`src/rtl/pipa_moding_sched_if.sv`:
```
// pipa_moding_sched_if: PIPA spoofer control, config and pulse bundle.
// PIPA_NETCOUNT_EN adds the net-count clear and counter lines.
interface pipa_moding_sched_if;
  logic        PIPDAT;
  logic        PIPASW;
  logic        CFG_WR;
  logic [1:0]  CFG_AXIS;
  logic [2:0]  CFG_PLUS;
  logic [2:0]  CFG_MINUS;
  logic        CFG_BUSY;
  logic        PIPAXp;
  logic        PIPAXm;
  logic        PIPAYp;
  logic        PIPAYm;
  logic        PIPAZp;
  logic        PIPAZm;
`ifdef PIPA_NETCOUNT_EN
  logic        NET_CLR;
  logic [15:0] NETX;
  logic [15:0] NETY;
  logic [15:0] NETZ;

  modport master (
    output PIPDAT, PIPASW, CFG_WR,
    output CFG_AXIS, CFG_PLUS, CFG_MINUS,
    output NET_CLR,
    input  CFG_BUSY,
    input  PIPAXp, PIPAXm, PIPAYp,
    input  PIPAYm, PIPAZp, PIPAZm,
    input  NETX, NETY, NETZ
  );

  modport slave (
    input  PIPDAT, PIPASW, CFG_WR,
    input  CFG_AXIS, CFG_PLUS, CFG_MINUS,
    input  NET_CLR,
    output CFG_BUSY,
    output PIPAXp, PIPAXm, PIPAYp,
    output PIPAYm, PIPAZp, PIPAZm,
    output NETX, NETY, NETZ
  );
`else
  modport master (
    output PIPDAT, PIPASW, CFG_WR,
    output CFG_AXIS, CFG_PLUS, CFG_MINUS,
    input  CFG_BUSY,
    input  PIPAXp, PIPAXm, PIPAYp,
    input  PIPAYm, PIPAZp, PIPAZm
  );

  modport slave (
    input  PIPDAT, PIPASW, CFG_WR,
    input  CFG_AXIS, CFG_PLUS, CFG_MINUS,
    output CFG_BUSY,
    output PIPAXp, PIPAXm, PIPAYp,
    output PIPAYm, PIPAZp, PIPAZm
  );
`endif
endinterface

```
`src/rtl/pipa_moding_sched.sv`:
```
// pipa_moding_sched: per-axis plus/minus PIPA window spoofer.
// Optional macro PIPA_NETCOUNT_EN adds per-axis net pulse counters.
module pipa_moding_sched #(
  parameter int RESET_PLUS  = 3,
  parameter int RESET_MINUS = 3
) (
  input logic SIM_CLK,
  input logic SIM_RST,
  pipa_moding_sched_if.slave bus
);
  localparam logic [2:0] RP = 3'(RESET_PLUS);
  localparam logic [2:0] RM = 3'(RESET_MINUS);

  logic sw_q;
  logic sw_edge;
  logic busy;

  assign sw_edge = bus.PIPASW & ~sw_q;

  for (genvar i = 0; i < 3; i++) begin : ax
    localparam logic [1:0] AX = 2'(i);

    logic [2:0] p_act;
    logic [2:0] m_act;
    logic [2:0] p_pnd;
    logic [2:0] m_pnd;
    logic       pnd;
    logic       pnd_nxt;
    logic [3:0] phase;
    logic [3:0] tot;
    logic       idle;
    logic       wrap;
    logic       apply;
    logic       hit;
    logic       lo;
    logic       plus;
    logic       minus;

    assign tot   = {1'b0, p_act} + {1'b0, m_act};
    assign idle  = (tot == 4'd0);
    assign wrap  = sw_edge & ~idle
                 & (phase == tot - 4'd1);
    assign apply = pnd & (idle | wrap);
    assign hit   = bus.CFG_WR
                 & ((bus.CFG_AXIS == AX)
                 | (bus.CFG_AXIS == 2'd3));
    // a same-cycle write wins over the clear
    assign pnd_nxt = hit | (pnd & ~apply);
    assign lo    = phase < {1'b0, p_act};
    assign plus  = bus.PIPDAT & ~idle & lo;
    assign minus = bus.PIPDAT & ~idle & ~lo;

    // window phase plus active/pending config
    always_ff @(posedge SIM_CLK) begin
      if (!SIM_RST) begin
        phase <= 4'd0;
        p_act <= RP;
        m_act <= RM;
        p_pnd <= 3'd0;
        m_pnd <= 3'd0;
        pnd   <= 1'b0;
      end else begin
        if (idle) begin
          phase <= 4'd0;
        end else if (sw_edge) begin
          phase <= wrap ? 4'd0 : phase + 4'd1;
        end
        if (apply) begin
          p_act <= p_pnd;
          m_act <= m_pnd;
        end
        pnd <= pnd_nxt;
        if (hit) begin
          p_pnd <= bus.CFG_PLUS;
          m_pnd <= bus.CFG_MINUS;
        end
      end
    end

`ifdef PIPA_NETCOUNT_EN
    logic [15:0] net;

    // net count uses the pre-advance phase
    always_ff @(posedge SIM_CLK) begin
      if (!SIM_RST) begin
        net <= 16'd0;
      end else if (bus.NET_CLR) begin
        net <= 16'd0;
      end else if (sw_edge & bus.PIPDAT & ~idle) begin
        net <= lo ? net + 16'd1 : net - 16'd1;
      end
    end
`endif
  end

  // sample-switch history and busy flag
  always_ff @(posedge SIM_CLK) begin
    if (!SIM_RST) begin
      sw_q <= 1'b0;
      busy <= 1'b0;
    end else begin
      sw_q <= bus.PIPASW;
      busy <= ax[0].pnd_nxt
            | ax[1].pnd_nxt
            | ax[2].pnd_nxt;
    end
  end

  assign bus.CFG_BUSY = busy;
  assign bus.PIPAXp   = ax[0].plus;
  assign bus.PIPAXm   = ax[0].minus;
  assign bus.PIPAYp   = ax[1].plus;
  assign bus.PIPAYm   = ax[1].minus;
  assign bus.PIPAZp   = ax[2].plus;
  assign bus.PIPAZm   = ax[2].minus;

`ifdef PIPA_NETCOUNT_EN
  assign bus.NETX = ax[0].net;
  assign bus.NETY = ax[1].net;
  assign bus.NETZ = ax[2].net;
`endif
endmodule

```
`src/flat_wrapper.sv`:
```
// flat-port wrapper written by rule: the top's interface ports become plain ports
module pipa_moding_sched_flat 
#(
  parameter int RESET_PLUS  = 3,
  parameter int RESET_MINUS = 3
)
  (SIM_CLK, SIM_RST, bus_PIPDAT, bus_PIPASW, bus_CFG_WR, bus_CFG_AXIS, bus_CFG_PLUS, bus_CFG_MINUS, bus_CFG_BUSY, bus_PIPAXp, bus_PIPAXm, bus_PIPAYp, bus_PIPAYm, bus_PIPAZp, bus_PIPAZm);
  pipa_moding_sched_if bus_i ();
  input logic SIM_CLK;
  input logic SIM_RST;
  input wire logic [$bits(bus_i.PIPDAT)-1:0] bus_PIPDAT;
  input wire logic [$bits(bus_i.PIPASW)-1:0] bus_PIPASW;
  input wire logic [$bits(bus_i.CFG_WR)-1:0] bus_CFG_WR;
  input wire logic [$bits(bus_i.CFG_AXIS)-1:0] bus_CFG_AXIS;
  input wire logic [$bits(bus_i.CFG_PLUS)-1:0] bus_CFG_PLUS;
  input wire logic [$bits(bus_i.CFG_MINUS)-1:0] bus_CFG_MINUS;
  output wire logic [$bits(bus_i.CFG_BUSY)-1:0] bus_CFG_BUSY;
  output wire logic [$bits(bus_i.PIPAXp)-1:0] bus_PIPAXp;
  output wire logic [$bits(bus_i.PIPAXm)-1:0] bus_PIPAXm;
  output wire logic [$bits(bus_i.PIPAYp)-1:0] bus_PIPAYp;
  output wire logic [$bits(bus_i.PIPAYm)-1:0] bus_PIPAYm;
  output wire logic [$bits(bus_i.PIPAZp)-1:0] bus_PIPAZp;
  output wire logic [$bits(bus_i.PIPAZm)-1:0] bus_PIPAZm;
  assign bus_i.PIPDAT = bus_PIPDAT;
  assign bus_i.PIPASW = bus_PIPASW;
  assign bus_i.CFG_WR = bus_CFG_WR;
  assign bus_i.CFG_AXIS = bus_CFG_AXIS;
  assign bus_i.CFG_PLUS = bus_CFG_PLUS;
  assign bus_i.CFG_MINUS = bus_CFG_MINUS;
  assign bus_CFG_BUSY = bus_i.CFG_BUSY;
  assign bus_PIPAXp = bus_i.PIPAXp;
  assign bus_PIPAXm = bus_i.PIPAXm;
  assign bus_PIPAYp = bus_i.PIPAYp;
  assign bus_PIPAYm = bus_i.PIPAYm;
  assign bus_PIPAZp = bus_i.PIPAZp;
  assign bus_PIPAZm = bus_i.PIPAZm;
  pipa_moding_sched #(.RESET_PLUS(RESET_PLUS), .RESET_MINUS(RESET_MINUS)) u_core (.SIM_CLK(SIM_CLK), .SIM_RST(SIM_RST), .bus(bus_i));
endmodule
```
`config.mk`:
```
export PLATFORM = sky130hd
export DESIGN_NAME = pipa_moding_sched_flat
export DESIGN_NICKNAME = d
export VERILOG_FILES = /design/src/rtl/pipa_moding_sched_if.sv /design/src/rtl/pipa_moding_sched.sv /design/src/flat_wrapper.sv
export SDC_FILE = /design/constraint.sdc
export NUM_CORES = 1
export LEC_CHECK = 0
export BUFFER_PORTS_ARGS = -buffer_cell sky130_fd_sc_hd__clkbuf_2
export CAP_MARGIN = 0
export CORE_ASPECT_RATIO = 1.1
export CORE_MARGIN = 2
export CORE_UTILIZATION = 30
export CTS_CLUSTER_SIZE = 14
export DETAILED_ROUTE_END_ITERATION = 10
export MAX_ROUTING_LAYER = met4
export PLACE_DENSITY = 0.53
export SETUP_SLACK_MARGIN = 0.05
export SLEW_MARGIN = 20
export SYNTH_ARGS = -nofsm -noshare
export SYNTH_HDL_FRONTEND = slang
export SYNTH_SLANG_ARGS = --single-unit
```
`constraint.sdc`:
```
create_clock -name SIM_CLK -period 3.98 [get_ports SIM_CLK]
set_input_delay 0.199 -clock SIM_CLK [delete_from_list [all_inputs] [get_ports SIM_CLK]]
set_output_delay 0.199 -clock SIM_CLK [all_outputs]
set_load 0.005 [all_outputs]
```
==> run summary, run 1 <==
P&R area growth vs syn: 11.5%
GRT overflow: 0
Fin. Hold Viols: 0
Most frequent cells in the layout: 53 x dfxtp_1, 48 x nand2_1, 37 x nor2_1, 24 x inv_1, 24 x ha_1
Post-DP HPWL: 5190 microns
Fmax: 304 MHz
Number of synthesized register bits: 53
Rows: 39
Status: complete, no violations
Clk_skew: 0.00412 ns
Pwr dens: 305 nW/um^2
Post-synthesis net count: 419
WHS Path Cells: 2
Layout Nets: 432
Synth cell types: 49
Num CTS Buffers: 5
Global routing's busiest layer: met2
Synth Flop Type: dfxtp_1
Synthesized area: 3190 sq um
Final Max Tran Viols: 0
Met1 Resource Use GR: 16.9%
Arrival @ worst endpoint: 3.45 ns
Met3 GRT Util: 2.05%
Worst path required time: 4.14 ns
Avg Cell Area, Syn: 8.42 sq um
Max_slew headroom: 45.8%
Max cap viols: 0
Residual DRC: 0
Async set-reset flop share out of synthesis: 0%
ANT cells: 0
Total track usage: 12.7%
Worst-path clk slew: 0.07 ns
Least-Margin Pin Slew: 0.808 ns
Post-CTS sizing: 0
Final critical-path required period: 3.29 ns
First-pass GRT wire length: 11500 microns
Longest Clk Path Bufs: 2
Antenna violations before repair: 0
Ys Warns: 0
Number of port buffers: 19
WL/cell: 12.5 microns
VDD IR max: 0.297 mV
Register area share after synthesis: 33.2%
Initial Utilization: 30.7%
Core area: 10400 sq um
Hold buffers post-CTS: 0
Final Cycle Share: 82.7%
Post-synth EDFFs: 0
Synthesized instance count: 379
Setup CP Type: flip-flop to flip-flop
Root Buffer: clkbuf_16
Detailed-route via count: 2575
LEAKAGE: 1.65 nW
Worst-path maximum fanout: 7
DIE WIDTH: 102 microns
Total Wirelength: 6730 microns
Met2 GRT Util: 20.3%
Top-level I/O count: 20
RSZ-0062 raised after global routing: false
Post-route ant nets: 0
H-Tree Depth: 2
Vias in the first global route: 2471
Post CTS Setup Buffer Count: 0
DRT iter0 DRCs: 116
Commonest non-fill, non-tap cell in the layout: dfxtp_1
Die height: 112 microns
Clk Latency, worst-skew pair: 0.28 ns
Fill cells: 1104
TNS Setup: 0 ns
CP Launch Type: flip-flop
Layout cell share with drive strength beyond 1: 9.67%
Crit. End Element: flip-flop
Setup slack, reg-to-reg: 0.69 ns
Largest net degree at the start of global routing: 31
Clock Sink Count: 53
Worst R2R Path Depth: 11
Min-Delay Path Class: input port to flip-flop
RePlAce Congestion: 0.819
CTS tree: done
Final setup viols: 0
Total Power: 0.00109 W
Die ar.: 11500 sq um
First-pass DRT Iterations: 4
DR vias/cell: 4.80
## state kept, by name (all words and copies together) (netlist names)
name	count
u_core.ax.m_pnd	9
u_core.ax.pnd	3
u_core.ax.m_act	9
u_core.ax.phase	12
u_core.ax.p_pnd	9
u_core.bus.CFG_BUSY	1
u_core.ax.p_act	9
u_core.sw_q	1
## cell type report
type	count	area, sq um	area share [%]
Inverter	24	90.1	2.53
Tap cell	143	179	5.03
Timing Repair Buffer	20	103	2.88
Multi-Input combinational cell	288	1990	55.8
Clock buffer	7	133	3.73
Clock inverter	1	7.51	0.211
Sequential cell	53	1060	29.8
## cells in the mapped netlist, types with 2 or more instances
cell type | count | area [sq um]
or2_2 | 3 | 18.8
nor2b_1 | 4 | 25.0
and3_1 | 5 | 31.3
dfxtp_1 | 53 | 1060
xor2_1 | 12 | 105
nor3_1 | 6 | 30.0
nand2b_1 | 6 | 37.5
o211ai_2 | 2 | 25.0
inv_1 | 24 | 90.1
o21ai_0 | 13 | 65.1
nand3_1 | 16 | 80.1
xnor2_1 | 13 | 114
o2111ai_1 | 2 | 17.5
o211ai_1 | 7 | 52.6
a21o_1 | 8 | 60.1
mux2i_1 | 23 | 230
o221ai_1 | 3 | 26.3
clkbuf_1 | 13 | 48.8
o21ai_1 | 2 | 10.0
ha_1 | 24 | 300
a211o_1 | 3 | 26.3
nor2_1 | 37 | 139
nand4_1 | 5 | 31.3
and2_1 | 4 | 25.0
fa_1 | 3 | 60.1
nand2_1 | 48 | 180
a211oi_1 | 2 | 15.0
o211a_1 | 2 | 20.0
a21oi_1 | 14 | 70.1
or4_1 | 3 | 22.5
## cell families (layout without fill, tap and decap cells)
| family | count (synthesis) | after routing | share of synthesized area [%] |
|---|---|---|---|
| AOI/OAI and AO/OA | 70 | 70 | 15.6 |
| xor gates and xnor gates | 26 | 26 | 7.37 |
| adders and majority gates | 27 | 27 | 11.3 |
| buffers and inverters | 38 | 52 | 4.51 |
| DFF | 53 | 53 | 33.2 |
| muxes | 23 | 23 | 7.21 |
| and+or+nand+nor | 142 | 142 | 20.8 |
## per-stage QoR
| step | cells | cell area, sq um | setup WS, ns | util (%) | hold slack (ns) |
|---|---|---|---|---|---|
| 2_1_floorplan | 379 | 3190 | 0.931 | - | 0.321 |
| 5_1_grt | 536 | 3560 | 0.481 | 34.2 | 0.162 |
| 6_report | 536 | 3560 | 0.690 | 34.2 | 0.146 |
| 3_3_place_gp | 528 | 3420 | 0.816 | 32.9 | 0.440 |
| 4_1_cts | 536 | 3560 | 0.695 | 34.2 | 0.152 |
| 3_5_place_dp | 528 | 3420 | 0.713 | 32.9 | 0.446 |
## final timing paths
check,startpoint,end
worst max-delay path,u_core.ax[1].p_act[0],u_core.bus.CFG_BUSY
worst min-delay path,bus_PIPASW,u_core.sw_q
worst max register to register,u_core.ax[1].p_act[0],u_core.bus.CFG_BUSY
worst min register to register,u_core.ax[0].m_pnd[1],u_core.ax[0].m_pnd[1]
## where the power goes
| group | internal (W) | switching (W) |
|---|---|---|
| registers | 0.000552 | 0.0000195 |
| logic | 0.0000438 | 0.0000551 |
| clock network | 0.000234 | 0.000182 |
| total | 0.000829 | 0.000257 |
## routing by layer
layer	wire length [microns]	share of wire (%)
met2	3030	45
met5	0	0
met4	59	0.88
met3	130	1.9
met1	3510	52
## worst max-delay path: stages, from the launching register on
cell	delay (ns)
dfxtp_1	0.33
ha_1	0.22
fa_1	0.57
inv_1	0.05
ha_1	0.29
xor2_1	0.20
nand4_1	0.13
or4_1	0.43
nand3_1	0.10
a22oi_1	0.15
and3_1	0.25
or4_1	0.45
(Power assumes the default switching activity.)
==> run 2, diff against run 1 <==
==> constraint.sdc (replaced) <==
create_clock -name SIM_CLK -period 3.1 [get_ports SIM_CLK]
set_input_delay 0.155 -clock SIM_CLK [delete_from_list [all_inputs] [get_ports SIM_CLK]]
set_output_delay 0.155 -clock SIM_CLK [all_outputs]
set_load 0.005 [all_outputs]
==> run 2 against run 1 <==
Compared with the run above: worst hold slack lost 0.047 ns; sequential share of layout area fell by 1.3 points; combinational power up 35%; via count is 0.16% lower; non-clock buffer count up 12; count of clock-buffer cells in the layout decreased by 1; utilization grew 1.6 points; design area is 4.6% higher; sequential cell count is the same; die area is the same; global-route usage rose by 0.054 points; fmax up 10%; critical endpoint unchanged; largest power group unchanged.
==> run summary, run 2 (same netlist as run 1, synthesis figures left out) <==
Crit. End Element: flip-flop
Fin. Hold Viols: 0 (unchanged)
Rows: 39 (unchanged)
Core area: 10400 sq um (unchanged)
CTS tree: done
Layout cell share with drive strength beyond 1: 15.3% (+5.6 points)
Fmax: 334 MHz (+10%)
Hold buffers post-CTS: 0 (unchanged)
Total track usage: 12.7% (+0.054 points)
Pwr dens: 377 nW/um^2 (+24%)
Detailed-route via count: 2571 (-0.16%)
RSZ-0062 raised after global routing: true
Largest Register: u_core.ax.phase
P&R area growth vs syn: 16.7%
Final setup viols: 0 (unchanged)
Status: complete, no violations
Total Power: 0.00141 W (+29%)
Layout Nets: 444 (+2.8%)
VDD IR max: 0.206 mV (-31%)
Largest net degree at the start of global routing: 30 (-3.2%)
Initial Utilization: 30.7% (unchanged)
Max_slew headroom: 66.8% (+21 points)
Max reg flops: 12 (unchanged)
Critical Path Start: u_core.ax[1].p_act[0]
Placed standard-cell area: 3480 sq um (+1.8%)
Top-level I/O count: 20 (unchanged)
H-Tree Depth: 2 (unchanged)
Critical path cell sequence: ha_4 -> fa_1 -> inv_2 -> ha_4 -> xor2_2 -> nand4_1 -> or4_4 -> nand3_2 -> a22oi_2 -> and3_1 -> or4_1
CP Launch Type: flip-flop
Final critical-path required period: 2.99 ns (-0.299 ns)
Area taken by multi-input logic gates: 2060 sq um (+3.5%)
RePlAce Congestion: 0.802 (-2.0%)
LEAKAGE: 1.73 nW (+5.0%)
CP max stage delay: 0.54 ns (-0.03 ns)
Total Wirelength: 6720 microns (-0.13%)
Die height: 112 microns (unchanged)
Final Max Tran Viols: 0 (unchanged)
First-pass GRT wire length: 11600 microns (+0.36%)
Least-Margin Pin Slew: 0.498 ns (-0.310 ns)
Clk_skew: 0.00619 ns (+0.00207 ns)
Post-DP HPWL: 5080 microns (-2.2%)
Most frequent cells in the layout: 51 x dfxtp_1, 48 x nand2_1, 37 x nor2_1, 23 x inv_1, 23 x mux2i_1
Residual DRC: 0 (unchanged)
Non-Filler Cell Area, Final: 3720 sq um (+4.6%)
Most frequent CP cell: ha_4
DIE WIDTH: 102 microns (unchanged)
Root Buffer: clkbuf_16
Max cap viols: 0 (unchanged)
CP max stage cell: fa_1
Longest Clk Path Bufs: 2 (unchanged)
Fill cells: 1055 (-4.4%)
Worst hold start: bus_PIPASW
Antenna violations before repair: 0 (unchanged)
Clk Latency, worst-skew pair: 0.28 ns (about the same)
Post-route ant nets: 0 (unchanged)
Die ar.: 11500 sq um (unchanged)
Clock Sink Count: 53 (unchanged)
DRT iter0 DRCs: 86 (-26%)
Setup CP Type: flip-flop to flip-flop
GRT overflow: 0 (unchanged)
Worst path required time: 3.26 ns (-0.88 ns)
Final Cycle Share: 96.5% (+14 points)
Number of port buffers: 19 (unchanged)
WL/cell: 12.3 microns (-2.3%)
First-pass DRT Iterations: 4 (unchanged)
Reg-to-Reg Start: u_core.ax[1].p_act[0]
Worst-path maximum fanout: 2 (-5)
ANT cells: 0 (unchanged)
Commonest non-fill, non-tap cell in the layout: dfxtp_1
Vias in the first global route: 2429 (-1.7%)
Worst-path clk slew: 0.07 ns (about the same)
Arrival @ worst endpoint: 3.15 ns (-0.30 ns)
Min-Delay Path Class: input port to flip-flop
Num CTS Buffers: 5 (unchanged)
DR vias/cell: 4.69 (-2.3%)
Area occupied by registers: 1060 sq um (+0.24%)
run 2: cell types whose count changed in the layout (fill, tap and decap cells not counted), moves of 2 or more:
cell and delta:
buf_4 +12, dfxtp_1 -2, dfxtp_2 +2, ha_1 -2, ha_4 +2
run 2: through the flow:
step / TNS (ns) / cells / util [%] / worst slack, ns / hold WS (ns)
detailed placement: -0.0431 / 536 / 33.5 / -0.0431 / 0.400
finish: 0 / 548 / 35.8 / 0.109 / 0.0988
global placement: 0 / 536 / 33.5 / 0.0221 / 0.394
floorplan: 0 / 379 / - / 0.0512 / 0.277
global route: -0.00895 / 548 / 35.8 / -0.00895 / 0.117
CTS: 0 / 547 / 35.1 / 0.0593 / 0.105
run 2: path summary, 6_finish.rpt:
check	cells past startpoint	end	slack, ns
worst max-delay path	11	u_core.bus.CFG_BUSY	0.11
worst min-delay path	2	u_core.sw_q	0.1
worst max register to register	11	u_core.bus.CFG_BUSY	0.11
worst min register to register	2	u_core.ax[0].m_pnd[1]	0.46
run 2: where the power goes:
group / switching (W) / internal (W)
Clock: 0.000237 / 0.000301
Combinational: 0.0000719 / 0.0000618
Sequential: 0.0000258 / 0.000708
Total: 0.000334 / 0.00107
run 2: worst max-delay path, delay by kind of cell (launching register included):
kind | cells | cell delay, ns
adders and majority gates | 3 | 0.97
xor gates and xnor gates | 1 | 0.15
and+or+nand+nor | 5 | 1.28
AOI/OAI and AO/OA | 1 | 0.07
buffers and inverters | 1 | 0.06
DFF | 1 | 0.34
run 2: cell type report:
type | instances | area share, %
multi-input combinational | 288 | 55.2
sequential | 53 | 28.6
timing repair buffer | 32 | 5.17
tap | 143 | 4.80
clock buffer | 6 | 3.46
inverter | 24 | 2.42
clock inverter | 2 | 0.369
run 2: timing repair:
action / 4_1_cts / 5_1_grt
buffers inserted: 3 / 1
pin swaps: 3 / 1
setup endpoints to repair: 7 / 10
resized for setup: 2 / 13
run 2: layer usage:
metal / GRT usage, % / share of wire, % / up-vias
met5: - / 0 / -
met4: 3.91 / 1.6 / 0
met3: 2.05 / 2.5 / 7
met2: 19.5 / 45 / 27
met1: 17.3 / 51 / 1166
li1: - / - / 1371
==> run 3, diff against run 2 <==
--- a/config.mk
+++ b/config.mk
@@ -7,13 +7,15 @@
 export LEC_CHECK = 0
 export BUFFER_PORTS_ARGS = -buffer_cell sky130_fd_sc_hd__clkbuf_2
 export CAP_MARGIN = 0
+export CELL_PAD_IN_SITES_DETAIL_PLACEMENT = 1
+export CELL_PAD_IN_SITES_GLOBAL_PLACEMENT = 2
 export CORE_ASPECT_RATIO = 1.1
 export CORE_MARGIN = 2
 export CORE_UTILIZATION = 30
 export CTS_CLUSTER_SIZE = 14
 export DETAILED_ROUTE_END_ITERATION = 10
 export MAX_ROUTING_LAYER = met4
-export PLACE_DENSITY = 0.53
+export PLACE_DENSITY = 0.74
 export SETUP_SLACK_MARGIN = 0.05
 export SLEW_MARGIN = 20
 export SYNTH_ARGS = -nofsm -noshare
==> run 3 against run 2 <==
Compared with the run above: the flow now finishes with violations (negative setup slack); sequential power about the same; via count grew 7.1%; first-iteration DRC count unchanged; clock power up 17%; count of clock-buffer cells in the layout is 1 lower; non-clock buffer count up 4.
==> run summary, run 3 (same netlist as run 1, synthesis figures left out) <==
Status: finished, violations left
Failing checks: negative setup slack
Die ar.: 11500 sq um (unchanged)
H-Tree Depth: 2 (unchanged)
Util after Layout: 36.6% (+0.73 points)
Layout Nets: 448 (+0.90%)
P&R area growth vs syn: 19.1%
Initial Utilization: 30.7% (unchanged)
Hold buffers post-CTS: 0 (unchanged)
Post-DP HPWL: 5920 microns (+17%)
Critical Path Start: u_core.ax[1].m_act[0]
Longest Clk Path Bufs: 2 (unchanged)
First-pass DRT Iterations: 4 (unchanged)
Placed Cells: 538 (+0.37%)
Setup CP Type: flip-flop to flip-flop
CP Launch Type: flip-flop
Root Buffer: clkbuf_16
RSZ-0062 raised after global routing: true
Top-level I/O count: 20 (unchanged)
Worst path required time: 3.26 ns (about the same)
Finished Layout Cells: 552 (+0.73%)
Layout cell share with drive strength beyond 1: 16.6% (+1.3 points)
Crit. End Element: flip-flop
Top Metal Used: met4
Total track usage: 14.7% (+2.0 points)
Clock Sink Count: 53 (unchanged)
Worst hold start: bus_PIPASW
Max cap viols: 0 (unchanged)
Reg-to-Reg Start: u_core.ax[1].m_act[0]
Critical R2R Capture: u_core.bus.CFG_BUSY
Worst R2R Path Depth: 11 (unchanged)
VDD IR max: 0.248 mV (+21%)
Total Wirelength: 7970 microns (+19%)
Fmax: 317 MHz (-5.1%)
Pre-CTS WS: -0.0699 ns (-0.0268 ns)
Worst-path clk slew: 0.07 ns (about the same)
Post-route ant nets: 0 (unchanged)
Detailed-route via count: 2754 (+7.1%)
Largest Register: u_core.ax.phase
Fill cells: 1242 (+18%)
DRT iter0 DRCs: 86 (unchanged)
DR vias/cell: 4.99 (+6.3%)
RePlAce Congestion: 0.751 (-6.3%)
WL/cell: 14.4 microns (+18%)
Rows: 39 (unchanged)
Least-Margin Pin Slew: 0.601 ns (+0.103 ns)
Commonest non-fill, non-tap cell in the layout: dfxtp_1
DIE WIDTH: 102 microns (unchanged)
Residual DRC: 0 (unchanged)
Clk_skew: 0.00731 ns (+0.00112 ns)
DR WL met3: 160 microns (-5.3%)
First-pass GRT wire length: 13200 microns (+14%)
ANT cells: 0 (unchanged)
LEAKAGE: 1.75 nW (+0.67%)
Metal2 WL: 3830 microns (+27%)
CTS tree: done
Die height: 112 microns (unchanged)
Most frequent cells in the layout: 51 x dfxtp_1, 47 x nand2_1, 37 x nor2_1, 23 x inv_1, 23 x mux2i_1
Max reg flops: 12 (unchanged)
Worst-path maximum fanout: 2 (unchanged)
Routed metal-1 wire length: 3870 microns (+13%)
Fin. Hold Viols: 0 (unchanged)
Core area: 10400 sq um (unchanged)
Min-Delay Path Class: input port to flip-flop
Final Cycle Share: 102% (+5.2 points)
GRT overflow: 0 (unchanged)
Area occupied by registers: 1060 sq um (unchanged)
Number of port buffers: 19 (unchanged)
Largest net degree at the start of global routing: 30 (unchanged)
CP Capture Point: u_core.bus.CFG_BUSY
Arrival @ worst endpoint: 3.31 ns (+0.16 ns)
Vias in the first global route: 2675 (+10%)
Num CTS Buffers: 5 (unchanged)
Post-route setup slack: -0.0518 ns (-0.161 ns)
Final Max Tran Viols: 0 (unchanged)
Area taken by multi-input logic gates: 2070 sq um (+0.67%)
Clk Latency, worst-skew pair: 0.29 ns (about the same)
Final critical-path required period: 3.15 ns (+0.161 ns)
Final hold slack: 0.107 ns (+0.00836 ns)
Final setup viols: 1 (+1)
Pwr dens: 397 nW/um^2 (+5.2%)
Max_slew headroom: 59.7% (-7.2 points)
Antenna violations before repair: 0 (unchanged)
Setup slack, reg-to-reg: -0.05 ns (-0.16 ns)
==> run 3: changes by cell type in the layout (fill, tap and decap cells not counted), sizes merged <==
cell	change
buf	+4
bufinv	+1
inv	-1
clkinvlp	+1
clkbuf	-1
==> run 3: metrics by stage <==
step | instance area [sq um] | TNS (ns) | power, W
finish | 3800 | -0.0518 | 0.00151
global route | 3800 | -0.547 | 0.00158
CTS | 3730 | -0.0314 | 0.00153
detailed placement | 3490 | -0.0707 | 0.000886
global placement | 3490 | 0 | 0.000882
floorplan | 3190 | 0 | 0.000832
==> run 3: how the worst min path moves through the flow <==
stage / end / slack [ns] / cells past startpoint
2_1_floorplan: u_core.sw_q / 0.28 / 1
3_3_place_gp: u_core.sw_q / 0.39 / 2
3_5_place_dp: u_core.sw_q / 0.41 / 2
4_1_cts: u_core.sw_q / 0.11 / 2
5_1_grt: u_core.sw_q / 0.12 / 2
6_report: u_core.sw_q / 0.11 / 2
==> run 3: worst max-delay path, stage by stage (launching register included) <==
cell and delay [ns]:
dfxtp_2 0.34, ha_4 0.17, fa_1 0.55, inv_2 0.06
ha_4 0.28, xor2_2 0.17, nand4_1 0.14, or4_1 0.49
nand3_2 0.11, a22oi_2 0.06, and3_1 0.19, or4_1 0.46
==> run 3: cell type report <==
cell class	instances	share of cell area, %
Clock buffer	5	3.29
Multi-Input combinational cell	288	54.5
Inverter	24	2.37
Clock inverter	3	1.22
Sequential cell	53	28.0
Timing Repair Buffer	36	5.96
Tap cell	143	4.71
==> run 3: timing repair <==
item | CTS | global route
setup endpoints to repair | 7 | 13
pin swaps | 5 | 3
gates resized for setup | 8 | 13
buffers inserted | 3 | 3
==> run 3: power breakdown <==
part	internal [W]	switching (W)	leakage [nW]
combinational	0.0000640	0.0000781	1.24
sequential	0.000708	0.0000267	0.431
clock	0.000382	0.000250	0.0800
==> run 3: metal layers <==
| metal | global-route usage (%) | vias to the layer above |
|---|---|---|
| li1 | - | 1384 |
| met1 | 19.8 | 1332 |
| met2 | 22.9 | 29 |
| met3 | 2.55 | 9 |
| met4 | 4.00 | 0 |
| met5 | - | - |
